--- src/rtl/axi_lite_pkg.sv ---
// Shared AXI4-Lite definitions for the memory bridge slice.
// Contents: resp_t, the 2-bit AXI response code carried on bresp/rresp.
package axi_lite_pkg;

    typedef enum logic [1:0] {
        OKAY   = 2'b00,
        EXOKAY = 2'b01,
        SLVERR = 2'b10,
        DECERR = 2'b11
    } resp_t;

endpackage

--- src/rtl/axi_lite_resp_fifo.sv ---
// Synchronous response FIFO used for the B and R return paths of the bridge.
// Ports:
//   clk, rstn        clock, synchronous active-low reset (clears pointers/count)
//   push, din        write side; push while full is accepted only with a pop
//   pop, dout        read side; dout shows the head entry whenever not empty
//   full, empty      occupancy flags
//   count            current occupancy, 0..DEPTH
module axi_lite_resp_fifo #(
    parameter int WIDTH = 2,
    parameter int DEPTH = 4
) (
    input  logic                     clk,
    input  logic                     rstn,
    input  logic                     push,
    input  logic [WIDTH-1:0]         din,
    input  logic                     pop,
    output logic [WIDTH-1:0]         dout,
    output logic                     full,
    output logic                     empty,
    output logic [$clog2(DEPTH):0]   count
);

    localparam int PW = $clog2(DEPTH);

    logic [WIDTH-1:0] mem [DEPTH];
    logic [PW-1:0]    wr_ptr;
    logic [PW-1:0]    rd_ptr;
    logic [PW:0]      cnt;
    logic             do_push;
    logic             do_pop;

    assign full    = (cnt == (PW+1)'(DEPTH));
    assign empty   = (cnt == '0);
    assign count   = cnt;
    assign do_pop  = pop & ~empty;
    // When full, a push only lands if the head leaves in the same cycle.
    assign do_push = push & (~full | pop);
    assign dout    = mem[rd_ptr];

    // DEPTH is a power of two, so the pointers wrap by natural overflow.
    always_ff @(posedge clk) begin
        if (!rstn) begin
            wr_ptr <= '0;
            rd_ptr <= '0;
            cnt    <= '0;
        end else begin
            if (do_push) wr_ptr <= wr_ptr + PW'(1);
            if (do_pop)  rd_ptr <= rd_ptr + PW'(1);
            case ({do_push, do_pop})
                2'b10:   cnt <= cnt + (PW+1)'(1);
                2'b01:   cnt <= cnt - (PW+1)'(1);
                default: cnt <= cnt;
            endcase
        end
    end

    always_ff @(posedge clk) begin
        if (do_push) mem[wr_ptr] <= din;
    end

    a_no_overflow:  assert property (@(posedge clk) disable iff (!rstn) push |-> (!full || pop));
    a_no_underflow: assert property (@(posedge clk) disable iff (!rstn) pop |-> !empty);

endmodule

--- src/rtl/axi4_lite_mem_bridge.sv ---
// AXI4-Lite slave to SRAM bridge with separate write and read memory ports.
// Ports:
//   clk, rstn                         clock, synchronous active-low reset
//   aw*/w*/b*                         AXI-Lite write address, data, response channels
//   ar*/r*                            AXI-Lite read address and data channels
//   mem_we/mem_waddr/mem_wdata/mem_wstrb   memory write port (zero when idle)
//   mem_re/mem_raddr                  memory read request
//   mem_rdata                         memory read data, valid RD_LAT cycles after mem_re
// Writes issue in the cycle both address and data are available (live or held);
// reads are tagged through an RD_LAT-deep pipeline and returned in order.
// Addresses beyond the memory decode to DECERR and never reach the memory.
module axi4_lite_mem_bridge
    import axi_lite_pkg::*;
#(
    parameter int ADDR_W  = 32,
    parameter int DATA_W  = 32,
    parameter int MEM_AW  = 10,
    parameter int RD_LAT  = 1,
    parameter int B_DEPTH = 4,
    parameter int R_DEPTH = 4
) (
    input  logic                  clk,
    input  logic                  rstn,
    input  logic                  awvalid,
    output logic                  awready,
    input  logic [ADDR_W-1:0]     awaddr,
    input  logic                  wvalid,
    output logic                  wready,
    input  logic [DATA_W-1:0]     wdata,
    input  logic [DATA_W/8-1:0]   wstrb,
    output logic                  bvalid,
    input  logic                  bready,
    output logic [1:0]            bresp,
    input  logic                  arvalid,
    output logic                  arready,
    input  logic [ADDR_W-1:0]     araddr,
    output logic                  rvalid,
    input  logic                  rready,
    output logic [DATA_W-1:0]     rdata,
    output logic [1:0]            rresp,
    output logic                  mem_we,
    output logic [MEM_AW-1:0]     mem_waddr,
    output logic [DATA_W-1:0]     mem_wdata,
    output logic [DATA_W/8-1:0]   mem_wstrb,
    output logic                  mem_re,
    output logic [MEM_AW-1:0]     mem_raddr,
    input  logic [DATA_W-1:0]     mem_rdata
);

    localparam int STRB_W = DATA_W / 8;
    localparam int ALIGN  = $clog2(STRB_W);
    localparam int BCW    = $clog2(B_DEPTH) + 1;
    localparam int RCW    = $clog2(R_DEPTH) + 1;

    if (ADDR_W < MEM_AW + ALIGN) begin : g_bad_addr_w
        $error("ADDR_W too small for MEM_AW plus byte offset");
    end
    if (RD_LAT < 1 || R_DEPTH < RD_LAT + 1) begin : g_bad_rd_cfg
        $error("RD_LAT must be >= 1 and R_DEPTH >= RD_LAT+1");
    end

    // Any set bit above the memory's byte range is a decode error.
    function automatic logic addr_oor(input logic [ADDR_W-1:0] a);
        return (a >> (MEM_AW + ALIGN)) != '0;
    endfunction

    function automatic logic [MEM_AW-1:0] word_idx(input logic [ADDR_W-1:0] a);
        return MEM_AW'(a >> ALIGN);
    endfunction

    // ---------------------------------------------------------------- write
    logic                aw_held;
    logic                w_held;
    logic [ADDR_W-1:0]   aw_addr_h;
    logic [DATA_W-1:0]   w_data_h;
    logic [STRB_W-1:0]   w_strb_h;
    logic                b_room;
    logic                aw_hs;
    logic                w_hs;
    logic                wr_issue;
    logic                wr_err;
    logic [ADDR_W-1:0]   wr_addr;
    logic [DATA_W-1:0]   wr_data;
    logic [STRB_W-1:0]   wr_strb;
    logic [1:0]          b_din;
    logic [1:0]          b_dout;
    logic                b_pop;
    logic                b_full;
    logic                b_empty;
    logic [BCW-1:0]      b_cnt;

    // Write credit: never accept a beat whose response could not be queued.
    assign b_room   = b_cnt < BCW'(B_DEPTH);
    assign awready  = rstn & ~aw_held & b_room;
    assign wready   = rstn & ~w_held & b_room;
    assign aw_hs    = awvalid & awready;
    assign w_hs     = wvalid & wready;
    assign wr_issue = (aw_held | aw_hs) & (w_held | w_hs);

    assign wr_addr  = aw_held ? aw_addr_h : awaddr;
    assign wr_data  = w_held  ? w_data_h  : wdata;
    assign wr_strb  = w_held  ? w_strb_h  : wstrb;
    assign wr_err   = addr_oor(wr_addr);
    assign b_din    = wr_err ? DECERR : OKAY;

    always_ff @(posedge clk) begin
        if (!rstn) begin
            aw_held <= 1'b0;
            w_held  <= 1'b0;
        end else if (wr_issue) begin
            aw_held <= 1'b0;
            w_held  <= 1'b0;
        end else begin
            if (aw_hs) aw_held <= 1'b1;
            if (w_hs)  w_held  <= 1'b1;
        end
    end

    always_ff @(posedge clk) begin
        if (aw_hs && !wr_issue) aw_addr_h <= awaddr;
        if (w_hs && !wr_issue) begin
            w_data_h <= wdata;
            w_strb_h <= wstrb;
        end
    end

    always_comb begin
        mem_we    = 1'b0;
        mem_waddr = '0;
        mem_wdata = '0;
        mem_wstrb = '0;
        if (wr_issue && !wr_err) begin
            mem_we    = 1'b1;
            mem_waddr = word_idx(wr_addr);
            mem_wdata = wr_data;
            mem_wstrb = wr_strb;
        end
    end

    axi_lite_resp_fifo #(.WIDTH(2), .DEPTH(B_DEPTH)) u_b_fifo (
        .clk   (clk),
        .rstn  (rstn),
        .push  (wr_issue),
        .din   (b_din),
        .pop   (b_pop),
        .dout  (b_dout),
        .full  (b_full),
        .empty (b_empty),
        .count (b_cnt)
    );

    assign bvalid = rstn & ~b_empty;
    assign b_pop  = bvalid & bready;
    assign bresp  = bvalid ? b_dout : OKAY;

    // ----------------------------------------------------------------- read
    logic                 ar_hs;
    logic                 rd_err;
    logic [RCW-1:0]       r_cnt;
    logic [RD_LAT-1:0]    rd_vld_p;
    logic [RD_LAT-1:0]    rd_err_p;
    logic                 r_push;
    logic [DATA_W-1:0]    r_data_p;
    logic [1:0]           r_resp_p;
    logic [DATA_W+1:0]    r_dout;
    logic                 r_pop;
    logic                 r_full;
    logic                 r_empty;
    logic [RCW-1:0]       r_count;

    // r_cnt covers reads in the tag pipeline and in the R FIFO, so a granted
    // AR always has a FIFO slot waiting when its data returns.
    assign arready   = rstn & (r_cnt < RCW'(R_DEPTH));
    assign ar_hs     = arvalid & arready;
    assign rd_err    = addr_oor(araddr);
    assign mem_re    = ar_hs & ~rd_err;
    assign mem_raddr = mem_re ? word_idx(araddr) : '0;

    // Stage boundary: AR accepted, tag enters the RD_LAT-deep shift register.
    always_ff @(posedge clk) begin
        if (!rstn) rd_vld_p <= '0;
        else       rd_vld_p <= (rd_vld_p << 1) | RD_LAT'(ar_hs);
    end

    always_ff @(posedge clk) begin
        rd_err_p <= (rd_err_p << 1) | RD_LAT'(rd_err);
    end

    // Stage boundary: tag reaches the last stage together with mem_rdata.
    assign r_push   = rd_vld_p[RD_LAT-1];
    assign r_data_p = rd_err_p[RD_LAT-1] ? {DATA_W{1'b0}} : mem_rdata;
    assign r_resp_p = rd_err_p[RD_LAT-1] ? DECERR : OKAY;

    axi_lite_resp_fifo #(.WIDTH(DATA_W+2), .DEPTH(R_DEPTH)) u_r_fifo (
        .clk   (clk),
        .rstn  (rstn),
        .push  (r_push),
        .din   ({r_data_p, r_resp_p}),
        .pop   (r_pop),
        .dout  (r_dout),
        .full  (r_full),
        .empty (r_empty),
        .count (r_count)
    );

    assign rvalid = rstn & ~r_empty;
    assign r_pop  = rvalid & rready;
    assign rdata  = rvalid ? r_dout[DATA_W+1:2] : '0;
    assign rresp  = rvalid ? r_dout[1:0] : OKAY;

    always_ff @(posedge clk) begin
        if (!rstn) begin
            r_cnt <= '0;
        end else begin
            case ({ar_hs, r_pop})
                2'b10:   r_cnt <= r_cnt + RCW'(1);
                2'b01:   r_cnt <= r_cnt - RCW'(1);
                default: r_cnt <= r_cnt;
            endcase
        end
    end

    a_r_cnt_max:   assert property (@(posedge clk) disable iff (!rstn) r_cnt <= RCW'(R_DEPTH));
    a_r_fifo_cov:  assert property (@(posedge clk) disable iff (!rstn) r_count <= r_cnt);
    a_r_no_ovf:    assert property (@(posedge clk) disable iff (!rstn) !(r_push && r_full && !r_pop));
    a_b_no_ovf:    assert property (@(posedge clk) disable iff (!rstn) wr_issue |-> (!b_full || b_pop));

endmodule
--- config.mk ---
export PLATFORM = sky130hd
export DESIGN_NAME = axi4_lite_mem_bridge
export DESIGN_NICKNAME = d
export VERILOG_FILES = /design/src/rtl/axi_lite_pkg.sv /design/src/rtl/axi_lite_resp_fifo.sv /design/src/rtl/axi4_lite_mem_bridge.sv
export SDC_FILE = /design/constraint.sdc
export NUM_CORES = 1
export LEC_CHECK = 0
export CORE_AREA = 2 2 144 146
export CTS_CLUSTER_DIAMETER = 120
export DETAILED_ROUTE_END_ITERATION = 6
export DIE_AREA = 0 0 146 148
export MAX_ROUTING_LAYER = met4
export PLACE_DENSITY = 0.82
export RECOVER_POWER = 50
export SLEW_MARGIN = 10
export SYNTH_ARGS = -nofsm -noshare
export SYNTH_HDL_FRONTEND = slang
export SYNTH_SLANG_ARGS = --single-unit
--- constraint.sdc ---
create_clock -name clk -period 9.3 [get_ports clk]
set_input_delay 0.93 -clock clk [delete_from_list [all_inputs] [get_ports clk]]
set_output_delay 0.93 -clock clk [all_outputs]
set_load 0.03 [all_outputs]
==> impl_metrics.env, run 1 <==
export IMPL_async_reset_ff_share_pct=0
export IMPL_syn_area_per_cell_um2=16.43
export IMPL_drc_errors=0
export IMPL_yosysWarnings=0
export IMPL_hp_class="flop to flop"
export IMPL_rsz0062_at_grt="no"
export IMPL_fin_area_um2=13070
export IMPL_synth_distinct_cells=44
export IMPL_p_int_mw=1.802
export IMPL_cp_required_ns=8.37
export IMPL_place_ws_ns=4.496
export IMPL_overflow=0
export IMPL_grt_pass1_vias=6165
export IMPL_start_util_pct=48.94
export IMPL_holdWs_ns=0.4522
export IMPL_core_um2=20040
export IMPL_switchingPower_mw=0.5095
export IMPL_timing_fmax_mhz=181.1
export IMPL_holdPathEnd="u_b_fifo.rd_ptr[1]"
export IMPL_rows=52
export IMPL_fin_crit_sh_pct=59.37
export IMPL_fin_tns_setup_ns=0
export IMPL_ctsResizeCount=0
export IMPL_leakagePower_nw=4.269
export IMPL_area_delta_synth_final_pct=33.31
export IMPL_min_from="u_b_fifo.rd_ptr[1]"
export IMPL_combPwrFrac_pct=11.5
export IMPL_dpl_cell_area_um2=12370
export IMPL_wl_mm=19.93
export IMPL_setup_ws_ns=3.779
export IMPL_relSlewSlack_pct=-35.21
export IMPL_synth_top_area_share_pct=61.85
export IMPL_cts_hold_fix_buffers=0
export IMPL_critPathTopFamily="buffers and inverters"
export IMPL_pwr_share_seq_pct=49.7
export IMPL_ios=238
export IMPL_cts_htree_levels=1
export IMPL_critPathSlowestCell="clkbuf_1"
export IMPL_swShare_pct=22.05
export IMPL_drt_pre_antenna_iters=4
export IMPL_crit_fanout=47
export IMPL_p_per_area_nw_per_um2=176.8
export IMPL_fin_cells=1117
export IMPL_power_frac_clock_pct=38.8
export IMPL_rr_endpoint="w_strb_h[2]"
export IMPL_power_mw=2.311
export IMPL_yosys_top_cells_count="edfxtp_1, and2_1, mux2i_1"
export IMPL_num_vias=5723
export IMPL_synth_edf_count=202
export IMPL_clockBufferDepth=3
export IMPL_tightest_slew_ns=2.028
export IMPL_violations="max-capacitance violations, max-slew violations"
export IMPL_gp_congestion=0.7395
export IMPL_hold_violations=0
export IMPL_synthFlopType="edfxtp_1"
export IMPL_yosysMostFrequentCell="edfxtp_1"
export IMPL_clock_root_buffer="clkbuf_16"
export IMPL_yosysTopAreaCell="edfxtp_1"
export IMPL_post_cts_buffers=0
export IMPL_cts_tree="built"
export IMPL_final_nets=984
export IMPL_fp_dieH_um=148
export IMPL_crit_arrival_ns=4.59
export IMPL_vias_per_cell=5.124
export IMPL_rr_worst_depth=3
export IMPL_grtUsageTotal_pct=19.38
export IMPL_grt_pass1_wl_mm=32.24
export IMPL_post_route_min_period_ns=5.521
export IMPL_path_cells="dlygate4sd3_1 -> clkbuf_1 -> nand2b_1 -> a2111o_1 -> o32a_2 -> buf_4 -> nor2_1 -> clkdlybuf4s50_1"
export IMPL_hold_depth=1
export IMPL_path_class="input pin to output pin"
export IMPL_grt_max_degree=48
export IMPL_cts_sinks=227
export IMPL_syn_nets=750
export IMPL_design_die_area_um2=21610
export IMPL_io_buffers=233
export IMPL_cap_violations=3
export IMPL_ys_ff_latch=227
export IMPL_seq_area_frac_synth_pct=66.96
export IMPL_dp_cells=1076
export IMPL_cp_num_buf_inv=4
export IMPL_drv_slew=105
export IMPL_synth_area_um2=9807
export IMPL_cts_buffers=23
export IMPL_status="finished, violations left"
export IMPL_synthCells=597
export IMPL_rr_startpoint="aw_held"
export IMPL_clk_latency_ns=0.50
export IMPL_skew_ns=0.01020
export IMPL_layout_drive_gt1_share_pct=12.78
export IMPL_die_w_um=146
export IMPL_clkTransAtPathRegs_ns=0.06
export IMPL_setup_violations_final=0
export IMPL_hpwl_mm=12.99
export IMPL_post_route_util_pct=65.24
export IMPL_vdd_drop_max_uv=127.4
export IMPL_cp_end_kind="output pin"
export IMPL_ys_top_cells_by_area="edfxtp_1, mux4_2, dfxtp_1"
export IMPL_crit_path_max_incr_delay_ns=0.74
export IMPL_fillers=1449
export IMPL_start_kind="input pin"
export IMPL_first_iter_violations=274
export IMPL_antenna_found_initial=2
export IMPL_regToRegSetupSlack_ns=6.10
export IMPL_ant_nets=0
export IMPL_routedWlPerCell_um=17.84
-- power groups by stage --
stage	Sequential [mW]	Combinational (mW)	Clock [mW]
CTS	1.15	0.276	0.919
finish	1.15	0.265	0.897
floorplan	1.16	0.161	0
detailed placement	1.17	0.275	0
global route	1.15	0.289	0.965
global placement	1.17	0.269	0
-- routing by layer --
metal / wire [µm] / share of wire [%] / track usage (%)
met5: 0 / 0 / -
met4: 282 / 1.4 / 4.175
met3: 1666 / 8.4 / 5.432
met2: 9873 / 50 / 32.88
met1: 8104 / 41 / 23.46
-- sequential cells by signal, summed over array words and instances (netlist names), named ones only --
signal / cells
u_b_fifo.count: 3
u_r_fifo.wr_ptr: 2
aw_addr_h: 30
r_push: 1
w_data_h: 32
u_r_fifo.mem: 132
u_r_fifo.rd_ptr: 2
u_b_fifo.mem: 4
rd_err_p: 1
w_held: 1
u_b_fifo.rd_ptr: 2
u_r_fifo.count: 3
r_cnt: 3
w_strb_h: 4
u_b_fifo.wr_ptr: 2
aw_held: 1
-- layout by cell type (no fill, tap or decap), types with 15 or more instances in the layout --
cell type        netlist  final
clkbuf_16              0     23
mux4_2                34     34
nor2b_1               36     36
dlygate4sd3_1          0     68
mux2i_1               50     50
dfxtp_1               25     22
clkdlybuf4s50_1        0    165
nor2_4                29     29
edfxtp_1             202    202
inv_1                 15     15
nor2_1                25     25
and2_1                64     50
-- area by class of cell --
class | count | area (µm²) | share of cell area, %
sequential | 227 | 6570 | 50.25
antenna | 2 | 5.005 | 0.03828
clock inverter | 15 | 148.9 | 1.139
tap | 270 | 337.8 | 2.584
multi-input combinational | 323 | 2999 | 22.94
inverter | 15 | 56.30 | 0.4307
clock buffer | 24 | 579.3 | 4.431
timing repair buffer | 241 | 2377 | 18.18
-- how the worst max path moves through the flow --
stage,from,to,cells after the start
3_3_place_gp,rstn,mem_wdata[27],8
4_1_cts,rstn,mem_wdata[27],8
6_report,rstn,mem_wdata[4],8
5_1_grt,rstn,mem_wdata[4],8
3_5_place_dp,rstn,mem_wdata[27],8
2_1_floorplan,rstn,w_data_h[0],4
-- kinds of logic (layout without fill, tap and decap cells) --
kind of cell    count (synthesis)  count (layout)  share of synthesized area (%)
flops                         227             227                          66.96
buf+inv                        47             295                          2.526
simple gates                  191             191                          12.91
xor+xnor                       10              10                         0.8930
other cells                     0               2                              0
fa+ha+maj                      14              14                          2.016
compound gates                 24              24                          1.786
mux                            84              84                          12.91
Note: power is estimated with default switching activity, not from simulation.
==> run 2, diff against run 1 <==
Settings changed: CORE_AREA 2 2 144 146 to 2 2 151 153, DIE_AREA 0 0 146 148 to 0 0 153 155, PLACE_DENSITY 0.82 to 0.79.
Clock period 9.3 ns to 4.5 ns, I/O delays scaled along.
==> run 2 against run 1 <==
The flow still finishes with violations (max-capacitance violations, max-slew violations). Die area increased by 9.8%. Via count increased by 0.30%. Sequential cell count unchanged. Global-route usage decreased by 1.9 points. Setup slack worse by 3.4 ns. Count of clock-buffer cells in the layout grew 4. Clock power increased by 94%. Total power grew 100%. Sequential share of layout area about the same. Hold slack better by 0.0034 ns. Routed wire length grew 1.6%. Critical endpoint is now mem_wdata[3]. Highest routed layer unchanged.
==> impl_metrics.env, run 2 (same netlist as run 1, synthesis figures left out) <==
export IMPL_status="finished, violations left"
export IMPL_violations="max-capacitance violations, max-slew violations"
export IMPL_final_nets=986
export IMPL_p_per_area_nw_per_um2=357.8
export IMPL_grt_most_used_layer="met2"
export IMPL_final_cell_mix="edfxtp_1, clkdlybuf4s50_1, dlygate4sd3_1"
export IMPL_regMostFlops="u_r_fifo.mem"
export IMPL_core_um2=22230
export IMPL_cts_htree_levels=1
export IMPL_rr_worst_depth=4
export IMPL_setup_violations_final=0
export IMPL_die_w_um=153
export IMPL_met3_usage_pct=3.788
export IMPL_drv_slew=105
export IMPL_num_vias=5740
export IMPL_hp_class="flop to flop"
export IMPL_ctsResizeCount=0
export IMPL_post_cts_buffers=0
export IMPL_vias_per_cell=5.057
export IMPL_rsz0062_at_grt="no"
export IMPL_relSlewSlack_pct=-38.95
export IMPL_cts_buffers=24
export IMPL_critPathTopFamily="buffers and inverters"
export IMPL_timing_fmax_mhz=244.3
export IMPL_cp_end_kind="output pin"
export IMPL_post_route_min_period_ns=4.093
export IMPL_place_ws_ns=0.8053
export IMPL_overflow=0
export IMPL_regToRegSetupSlack_ns=0.71
export IMPL_top_regs="u_r_fifo.mem (132), w_data_h (32), aw_addr_h (30)"
export IMPL_skew_ns=0.009435
export IMPL_fillers=1717
export IMPL_clk_latency_ns=0.50
export IMPL_leakagePower_nw=4.266
export IMPL_design_die_area_um2=23720
export IMPL_routedWlPerCell_um=17.84
export IMPL_vdd_drop_max_uv=274.2
export IMPL_grtUsageTotal_pct=17.47
export IMPL_start_kind="flop"
export IMPL_setup_ws_ns=0.4073
export IMPL_fin_crit_sh_pct=90.95
export IMPL_clkTransAtPathRegs_ns=0.06
export IMPL_rr_endpoint="w_data_h[18]"
export IMPL_clock_root_buffer="clkbuf_16"
export IMPL_rr_startpoint="w_held"
export IMPL_io_buffers=233
export IMPL_cp_num_buf_inv=2
export IMPL_ios=238
export IMPL_tightest_slew_ns=2.084
export IMPL_cp_required_ns=4.05
export IMPL_drc_errors=0
export IMPL_crit_path_max_incr_delay_ns=0.87
export IMPL_fin_tns_setup_ns=0
export IMPL_largest_reg_flops=132
export IMPL_start_util_pct=44.12
export IMPL_cts_sinks=227
export IMPL_cts_tree="built"
export IMPL_crit_fanout=47
export IMPL_mostFrequentLayoutCell="edfxtp_1"
export IMPL_hold_violations=0
export IMPL_critPathSlowestCell="dfxtp_1"
export IMPL_drt_pre_antenna_iters=4
export IMPL_ant_nets=0
export IMPL_crit_arrival_ns=3.64
export IMPL_wl_mm=20.25
export IMPL_path_class="flop to output pin"
export IMPL_fp_dieH_um=155
export IMPL_cap_violations=3
export IMPL_cts_hold_fix_buffers=0
export IMPL_grt_pass1_wl_mm=32.42
export IMPL_hpwl_mm=13.09
export IMPL_min_from="u_b_fifo.rd_ptr[1]"
export IMPL_use_met1_pct=21.53
export IMPL_antenna_found_initial=1
export IMPL_layout_drive_gt1_share_pct=12.25
export IMPL_use_met2_pct=30.24
export IMPL_clockBufferDepth=3
export IMPL_hold_depth=1
export IMPL_rows=55
export IMPL_grt_pass1_vias=6243
export IMPL_grt_max_degree=48
export IMPL_gp_congestion=0.7555
export IMPL_area_delta_synth_final_pct=33.16
export IMPL_first_iter_violations=276
export IMPL_path_cells="nand2_1 -> a2111o_1 -> o32a_2 -> buf_4 -> nor2_1 -> clkdlybuf4s50_1"
run 2: changes by cell type in the layout (fill, tap and decap cells not counted), moves of 2 or more:
| cell | before | now |
|---|---|---|
| and2_1 | 50 | 57 |
| bufinv_16 | 3 | 0 |
| dfxtp_1 | 22 | 24 |
| clkbuf_16 | 23 | 25 |
| dfxtp_2 | 3 | 1 |
| clkinv_1 | 6 | 10 |
| clkbuf_1 | 5 | 7 |
| and2_0 | 10 | 3 |
run 2: where the power goes:
part	switching, mW	internal, mW	total (mW)
Sequential	0.0359	2.34	2.38
Combinational	0.266	0.284	0.550
Clock	0.745	0.999	1.74
run 2: layer usage:
layer	vias to the layer above	share of wire, %
met1	2811	41
met4	0	1.1
met5	-	0
met2	202	51
li1	2703	-
met3	24	6.7
run 2: final cells by class:
cell class,instances,area (µm²),share of cell area (%)
Sequential cell,227,6568,50.29
Multi-Input combinational cell,323,2999,22.97
Timing Repair Buffer,242,2382,18.24
Clock inverter,14,57.56,0.4407
Antenna cell,1,2.502,0.01916
Inverter,15,56.30,0.4312
Tap cell,285,356.6,2.731
Clock buffer,28,636.9,4.877
run 2: how the worst max path moves through the flow:
| stage | start | end | slack [ns] | cells after the start |
|---|---|---|---|---|
| 3_5_place_dp | awaddr[16] | mem_wdata[3] | 0.81 | 7 |
| 4_1_cts | aw_held | mem_wdata[3] | 0.34 | 6 |
| 3_3_place_gp | awaddr[16] | mem_wdata[3] | 0.87 | 7 |
| 6_report | aw_held | mem_wdata[3] | 0.41 | 6 |
| 5_1_grt | aw_held | mem_wdata[3] | 0.19 | 6 |
| 2_1_floorplan | rstn | w_data_h[0] | 0.26 | 4 |
run 2: metrics by stage:
stage | std cells | utilization (%) | area, µm² | power, mW | hold slack (ns)
floorplan | 597 | - | 9807 | 2.737 | 0.4266
global placement | 1092 | 55.74 | 12390 | 2.977 | 0.4486
detailed placement | 1092 | 55.74 | 12390 | 2.988 | 0.4486
CTS | 1134 | 58.87 | 13090 | 4.737 | 0.4568
global route | 1135 | 58.75 | 13060 | 4.861 | 0.5003
finish | 1135 | 58.75 | 13060 | 4.672 | 0.4556
run 2: worst reg2reg max path, stage by stage, from the launching register on:
cell      delay, ns
dfxtp_1        0.32
clkbuf_2       0.69
or3_1          0.63
nor3b_1        0.19
clkbuf_1       1.50
